### config.mk
export PLATFORM = sky130hd
export DESIGN_NAME = checksum_sched
export DESIGN_NICKNAME = d
export VERILOG_FILES = /design/src/rtl/checksum_sched.sv
export SDC_FILE = /design/constraint.sdc
export NUM_CORES = 1
export LEC_CHECK = 0
export BUFFER_PORTS_ARGS = -buffer_cell sky130_fd_sc_hd__buf_2
export CAP_MARGIN = 15
export CORE_AREA = 2 2 108 110
export CTS_BUF_LIST = sky130_fd_sc_hd__clkbuf_4 sky130_fd_sc_hd__clkbuf_8
export CTS_CLUSTER_DIAMETER = 60
export DETAILED_ROUTE_END_ITERATION = 16
export DIE_AREA = 0 0 110 112
export PLACE_DENSITY = 0.83
export SYNTH_ARGS = -nofsm -noshare
export SYNTH_HDL_FRONTEND = slang
export SYNTH_SLANG_ARGS = --single-unit
### constraint.sdc
create_clock -name clk -period 3.15 [get_ports clk]
set_input_delay 0.1575 -clock clk [delete_from_list [all_inputs] [get_ports clk]]
set_output_delay 0.1575 -clock clk [all_outputs]
set_load 0.01 [all_outputs]
### src/rtl/checksum_sched.sv
// Round-robin shared 16-bit ones-complement checksum engine: one requester
// streams a job of words, the sum is folded, complemented and handed off.
module checksum_sched #(
  parameter int NUM_REQ   = 2,
  parameter int IDW       = 1,
  parameter int MAX_WORDS = 64
) (
  input  logic                    clk,
  input  logic                    rst,
  input  logic [NUM_REQ-1:0]      req,
  output logic [NUM_REQ-1:0]      grant,
  input  logic [16*NUM_REQ-1:0]   data_in,
  input  logic [NUM_REQ-1:0]      valid_in,
  input  logic [NUM_REQ-1:0]      last_in,
  output logic [NUM_REQ-1:0]      ready_out,
  output logic [15:0]             sum_out,
  output logic [IDW-1:0]          sum_id,
  output logic [15:0]             sum_len,
  output logic                    sum_err,
  output logic                    sum_valid,
  input  logic                    sum_ack
);

  typedef enum logic [2:0] {
    S_IDLE  = 3'd0,
    S_ACCUM = 3'd1,
    S_FOLD1 = 3'd2,
    S_FOLD2 = 3'd3,
    S_DONE  = 3'd4
  } state_t;

  localparam logic [15:0] MAX_W = 16'(MAX_WORDS);

  state_t               state_q, state_d;
  logic [NUM_REQ-1:0]   grant_q, grant_d;
  logic [NUM_REQ-1:0]   ready_q, ready_d;
  logic [IDW-1:0]       gid_q, gid_d;
  logic [IDW-1:0]       rr_q, rr_d;
  logic [31:0]          acc_q, acc_d;
  logic [15:0]          cnt_q, cnt_d;
  logic                 err_q, err_d;
  logic [15:0]          sum_out_q, sum_out_d;
  logic [IDW-1:0]       sum_id_q, sum_id_d;
  logic [15:0]          sum_len_q, sum_len_d;
  logic                 sum_err_q, sum_err_d;
  logic                 sum_valid_q, sum_valid_d;

  logic [IDW:0]         pick_s;
  logic [15:0]          data_g_s;
  logic                 beat_s;
  logic                 last_s;
  logic [15:0]          cnt_inc_s;
  logic [31:0]          fold_s;

  // One end-around-carry step; two steps always leave the sum within 16 bits.
  function automatic logic [31:0] fold(input logic [31:0] a);
    return {16'h0000, a[31:16]} + {16'h0000, a[15:0]};
  endfunction

  function automatic logic [NUM_REQ-1:0] onehot(input logic [IDW-1:0] idx);
    logic [NUM_REQ-1:0] v;
    v = '0;
    for (int j = 0; j < NUM_REQ; j++) begin
      v[j] = (IDW'(j) == idx);
    end
    return v;
  endfunction

  // {found, index}: lowest request at or above ptr, else lowest request overall.
  function automatic logic [IDW:0] rr_pick(input logic [NUM_REQ-1:0] r,
                                           input logic [IDW-1:0] ptr);
    logic [IDW:0] hi;
    logic [IDW:0] lo;
    hi = '0;
    lo = '0;
    for (int j = NUM_REQ - 1; j >= 0; j--) begin
      hi = (r[j] && (IDW'(j) >= ptr)) ? {1'b1, IDW'(j)} : hi;
      lo = r[j] ? {1'b1, IDW'(j)} : lo;
    end
    return hi[IDW] ? hi : lo;
  endfunction

  // Next-state and datapath computation for the arbiter/accumulator FSM.
  always_comb begin
    state_d     = state_q;
    grant_d     = grant_q;
    ready_d     = ready_q;
    gid_d       = gid_q;
    rr_d        = rr_q;
    acc_d       = acc_q;
    cnt_d       = cnt_q;
    err_d       = err_q;
    sum_out_d   = sum_out_q;
    sum_id_d    = sum_id_q;
    sum_len_d   = sum_len_q;
    sum_err_d   = sum_err_q;
    sum_valid_d = sum_valid_q;

    pick_s    = rr_pick(req, rr_q);
    data_g_s  = 16'h0000;
    for (int j = 0; j < NUM_REQ; j++) begin
      data_g_s = data_g_s | (data_in[16*j +: 16] & {16{grant_q[j]}});
    end
    // ready_q is only ever set for the owner, so foreign beats never count.
    beat_s    = |(valid_in & ready_q);
    last_s    = |(last_in & grant_q);
    cnt_inc_s = cnt_q + 16'd1;
    fold_s    = fold(acc_q);

    case (state_q)
      S_IDLE: begin
        if (pick_s[IDW]) begin
          state_d = S_ACCUM;
          gid_d   = pick_s[IDW-1:0];
          grant_d = onehot(pick_s[IDW-1:0]);
          ready_d = onehot(pick_s[IDW-1:0]);
          acc_d   = 32'h0000_0000;
          cnt_d   = 16'h0000;
          err_d   = 1'b0;
        end else begin
          state_d = S_IDLE;
        end
      end
      S_ACCUM: begin
        if (beat_s) begin
          acc_d = acc_q + {16'h0000, data_g_s};
          cnt_d = cnt_inc_s;
          if (last_s || (cnt_inc_s == MAX_W)) begin
            state_d = S_FOLD1;
            ready_d = '0;
            err_d   = !last_s;
          end else begin
            state_d = S_ACCUM;
          end
        end else begin
          state_d = S_ACCUM;
        end
      end
      S_FOLD1: begin
        acc_d   = fold_s;
        state_d = S_FOLD2;
      end
      S_FOLD2: begin
        acc_d       = fold_s;
        sum_out_d   = ~fold_s[15:0];
        sum_id_d    = gid_q;
        sum_len_d   = cnt_q;
        sum_err_d   = err_q;
        sum_valid_d = 1'b1;
        state_d     = S_DONE;
      end
      S_DONE: begin
        if (sum_ack) begin
          state_d     = S_IDLE;
          grant_d     = '0;
          sum_valid_d = 1'b0;
          rr_d        = (gid_q == IDW'(NUM_REQ - 1)) ? '0 : gid_q + IDW'(1);
        end else begin
          state_d = S_DONE;
        end
      end
      default: begin
        state_d     = S_IDLE;
        grant_d     = '0;
        ready_d     = '0;
        sum_valid_d = 1'b0;
      end
    endcase
  end

  // State and output registers; reset abandons any job in flight.
  always_ff @(posedge clk or posedge rst) begin
    if (rst) begin
      state_q     <= S_IDLE;
      grant_q     <= '0;
      ready_q     <= '0;
      gid_q       <= '0;
      rr_q        <= '0;
      acc_q       <= 32'h0000_0000;
      cnt_q       <= 16'h0000;
      err_q       <= 1'b0;
      sum_out_q   <= 16'h0000;
      sum_id_q    <= '0;
      sum_len_q   <= 16'h0000;
      sum_err_q   <= 1'b0;
      sum_valid_q <= 1'b0;
    end else begin
      state_q     <= state_d;
      grant_q     <= grant_d;
      ready_q     <= ready_d;
      gid_q       <= gid_d;
      rr_q        <= rr_d;
      acc_q       <= acc_d;
      cnt_q       <= cnt_d;
      err_q       <= err_d;
      sum_out_q   <= sum_out_d;
      sum_id_q    <= sum_id_d;
      sum_len_q   <= sum_len_d;
      sum_err_q   <= sum_err_d;
      sum_valid_q <= sum_valid_d;
    end
  end

  assign grant     = grant_q;
  assign ready_out = ready_q;
  assign sum_out   = sum_out_q;
  assign sum_id    = sum_id_q;
  assign sum_len   = sum_len_q;
  assign sum_err   = sum_err_q;
  assign sum_valid = sum_valid_q;

endmodule
==> flow_metrics.env <==
export IMPL_status="finished, final reports clean"
export IMPL_rrSetupSlack_ns=0.12
export IMPL_initial_utilization_pct=53.8
export IMPL_synthesis_area_um2=6010
export IMPL_yosys_warnings=0
export IMPL_grt_ovfl_total=0
export IMPL_worst_setup_path_start_kind="flop"
export IMPL_cpLargestDelayFamily="compound AO/OA/AOI/OAI gates"
export IMPL_ys_seq_area_share_pct=38.7
export IMPL_finalSetupTns_ns=0
export IMPL_drv_slew=0
export IMPL_coreArea_um2=11200
export IMPL_final_common_cell="dfrtp_1"
export IMPL_layout_area_overhead_vs_synth_pct=13.6
export IMPL_final_cell_mix="dfrtp_1 (93), buf_2 (80), nand2_1 (78)"
export IMPL_reg2reg_from="grant[0]"
export IMPL_path_cells="buf_4, a22o_1, ha_2, nand3_2, or3b_1, a211oi_2, o211ai_2, a21oi_4, buf_4, a31oi_1, a41o_1"
export IMPL_dieWidth_um=110
export IMPL_drc=0
export IMPL_cp_num_buf_inv=2
export IMPL_cts_tree="built"
export IMPL_crit_fanout=13
export IMPL_clock_path_buffers=2
export IMPL_synth_top_area_share_pct=38.7
export IMPL_drt_wl_total_mm=16.4
export IMPL_design_die_area_um2=12300
export IMPL_io_pins=80
export IMPL_gp_congestion=1.02
export IMPL_synth_cell_types=72
export IMPL_slew_headroom_pct=38.5
export IMPL_min_path_type="input port to flop"
export IMPL_grt_max_degree=54
export IMPL_antenna_found_initial=0
export IMPL_cp_num_cells=11
export IMPL_die_h_um=112
export IMPL_layout_drive_gt1_share_pct=21.1
export IMPL_clock_root_buffer="clkbuf_8"
export IMPL_rows=39
export IMPL_n_fill_cell=932
export IMPL_holdWs_ns=0.0352
export IMPL_fin_skew_ns=0.00763
export IMPL_grt_pass1_wl_mm=26.2
export IMPL_first_pass_iters=5
export IMPL_async_flop_share_pct=100
export IMPL_cp_common_cell="buf_4"
export IMPL_fin_ws_ns=0.116
export IMPL_final_area_um2=6830
export IMPL_powerDensity_nw_per_um2=975
export IMPL_ir_drop_mv=0.437
export IMPL_synthFlopType="dfrtp_1"
export IMPL_synth_avg_cell_area_um2=9.20
export IMPL_synth_edf_count=0
export IMPL_nets=814
export IMPL_cts_buffers=9
export IMPL_r2r_cells=11
export IMPL_viasPerCell=6.45
export IMPL_crit_slowest_cell="dfrtp_1"
export IMPL_crit_end="acc_q[22]"
export IMPL_post_drt_wl_per_cell_um=18.6
export IMPL_dpl_cell_area_um2=6590
export IMPL_finalCriticalPeriod_ns=3.03
export IMPL_diodes=0
export IMPL_io_buffer_count=79
export IMPL_cts_sinks=93
export IMPL_worst_pin_slew_ns=0.923
export IMPL_endpoint_kind="flop"
export IMPL_h_tree_depth=3
export IMPL_num_vias=5692
export IMPL_critPathArrivalTime_ns=3.30
export IMPL_crit_required_ns=3.42
export IMPL_p_leak_nw=3.22
export IMPL_slowest_delay_ns=0.44
export IMPL_rsz0062_at_grt="yes"
export IMPL_synth_top_area_cell="dfrtp_1"
export IMPL_drt_iter0_markers=469
export IMPL_hold_viol_final=0
export IMPL_path_clk_slew_ns=0.10
export IMPL_place_inst=862
export IMPL_maxCapViolCount=0
export IMPL_grt_total_usage_pct=27.2
export IMPL_netlist_top_cells_area="dfrtp_1 (39%), ha_1 (7.5%), nand2_1 (4.9%)"
export IMPL_grt_pass1_vias=5421
export IMPL_final_cells=883
export IMPL_synth_seq_cells=93
export IMPL_r2r_end="acc_q[22]"
export IMPL_crit_start="grant[0]"
export IMPL_synth_net_count=733
export IMPL_ant_nets=0
export IMPL_setup_violations_final=0
export IMPL_insertion_delay_ns=0.38
export IMPL_fmax_mhz=330
export IMPL_dp_hpwl_mm=12.1
export IMPL_syn_inst=654
export IMPL_crit_type="flop to flop"
export IMPL_fin_crit_sh_pct=96.3
export IMPL_dp_slack_ns=0.150
-- state kept, by name, summed over array words and instances (netlist names) --
name / flops
gid_q: 1
sum_len: 16
ready_out: 2
rr_q: 1
sum_err: 1
sum_valid: 1
err_q: 1
cnt_q: 16
sum_out: 16
state_q: 3
sum_id: 1
grant: 2
acc_q: 32
-- power breakdown --
| part | internal [W] | switching [W] | total (W) |
|---|---|---|---|
| Sequential | 0.00154 | 0.000339 | 0.00188 |
| Clock | 0.000326 | 0.000472 | 0.000798 |
| Combinational | 0.00157 | 0.00241 | 0.00399 |
-- timing repair --
item                                    in CTS  in global routing
hold buffers                                 1                  0
setup buffers                                0                  4
endpoints found under the setup margin       0                 11
hold endpoints to repair                    52                  0
resized for setup                            0                  4
-- cell type report --
cell class	instances	area [um^2]	area share, %
clock buffer	10	138	2.01
timing repair buffer	101	573	8.39
clock inverter	6	53.8	0.787
tap	143	179	2.62
inverter	14	53.8	0.787
multi-input combinational	516	3510	51.3
sequential	93	2330	34.1
-- metal layers --
layer	vias to the layer above	wire [um]	track usage (%)
li1	2602	-	-
met1	2713	6610	35.9
met2	314	7710	42.8
met3	63	1360	5.21
met4	0	723	12.8
met5	-	0	0
-- how the worst min path moves through the flow --
stage / from / to / depth (start not counted)
after floorplan: sum_ack / state_q[2] / 1
after global placement: rst / sum_len[14] / 2
after detailed placement: rst / sum_len[11] / 2
after CTS: sum_ack / state_q[2] / 2
after global routing: sum_ack / state_q[2] / 2
final: sum_ack / state_q[2] / 2
-- synth_stat cells, types with 16 or more instances --
master / count
ha_1: 36
nor2_1: 57
nand2_1: 78
o21ai_0: 36
a22o_1: 18
nor3_1: 16
xnor2_1: 19
a21o_1: 17
nand3_1: 18
clkbuf_1: 22
o31ai_1: 16
dfrtp_1: 93
a21oi_1: 41
mux2_2: 17
-- cell families after synthesis --
group                    share of synthesized area, %
AND/OR/NAND/NOR                                  18.0
AO/OA/AOI/OAI                                    24.8
flip-flops                                       38.7
buffers and inverters                            3.27
adder cells (fa/ha/maj)                          8.15
XOR/XNOR                                         3.93
multiplexers                                     3.18
-- through the flow --
| stage | utilization (%) | total power [W] |
|---|---|---|
| 4_1_cts | 60.7 | 0.00653 |
| 5_1_grt | 61.1 | 0.00713 |
| 3_3_place_gp | 58.9 | 0.00557 |
| 6_report | 61.1 | 0.00666 |
| 3_5_place_dp | 58.9 | 0.00574 |
| 2_1_floorplan | - | 0.00459 |
No activity file was read; power rests on OpenSTA's default activity.
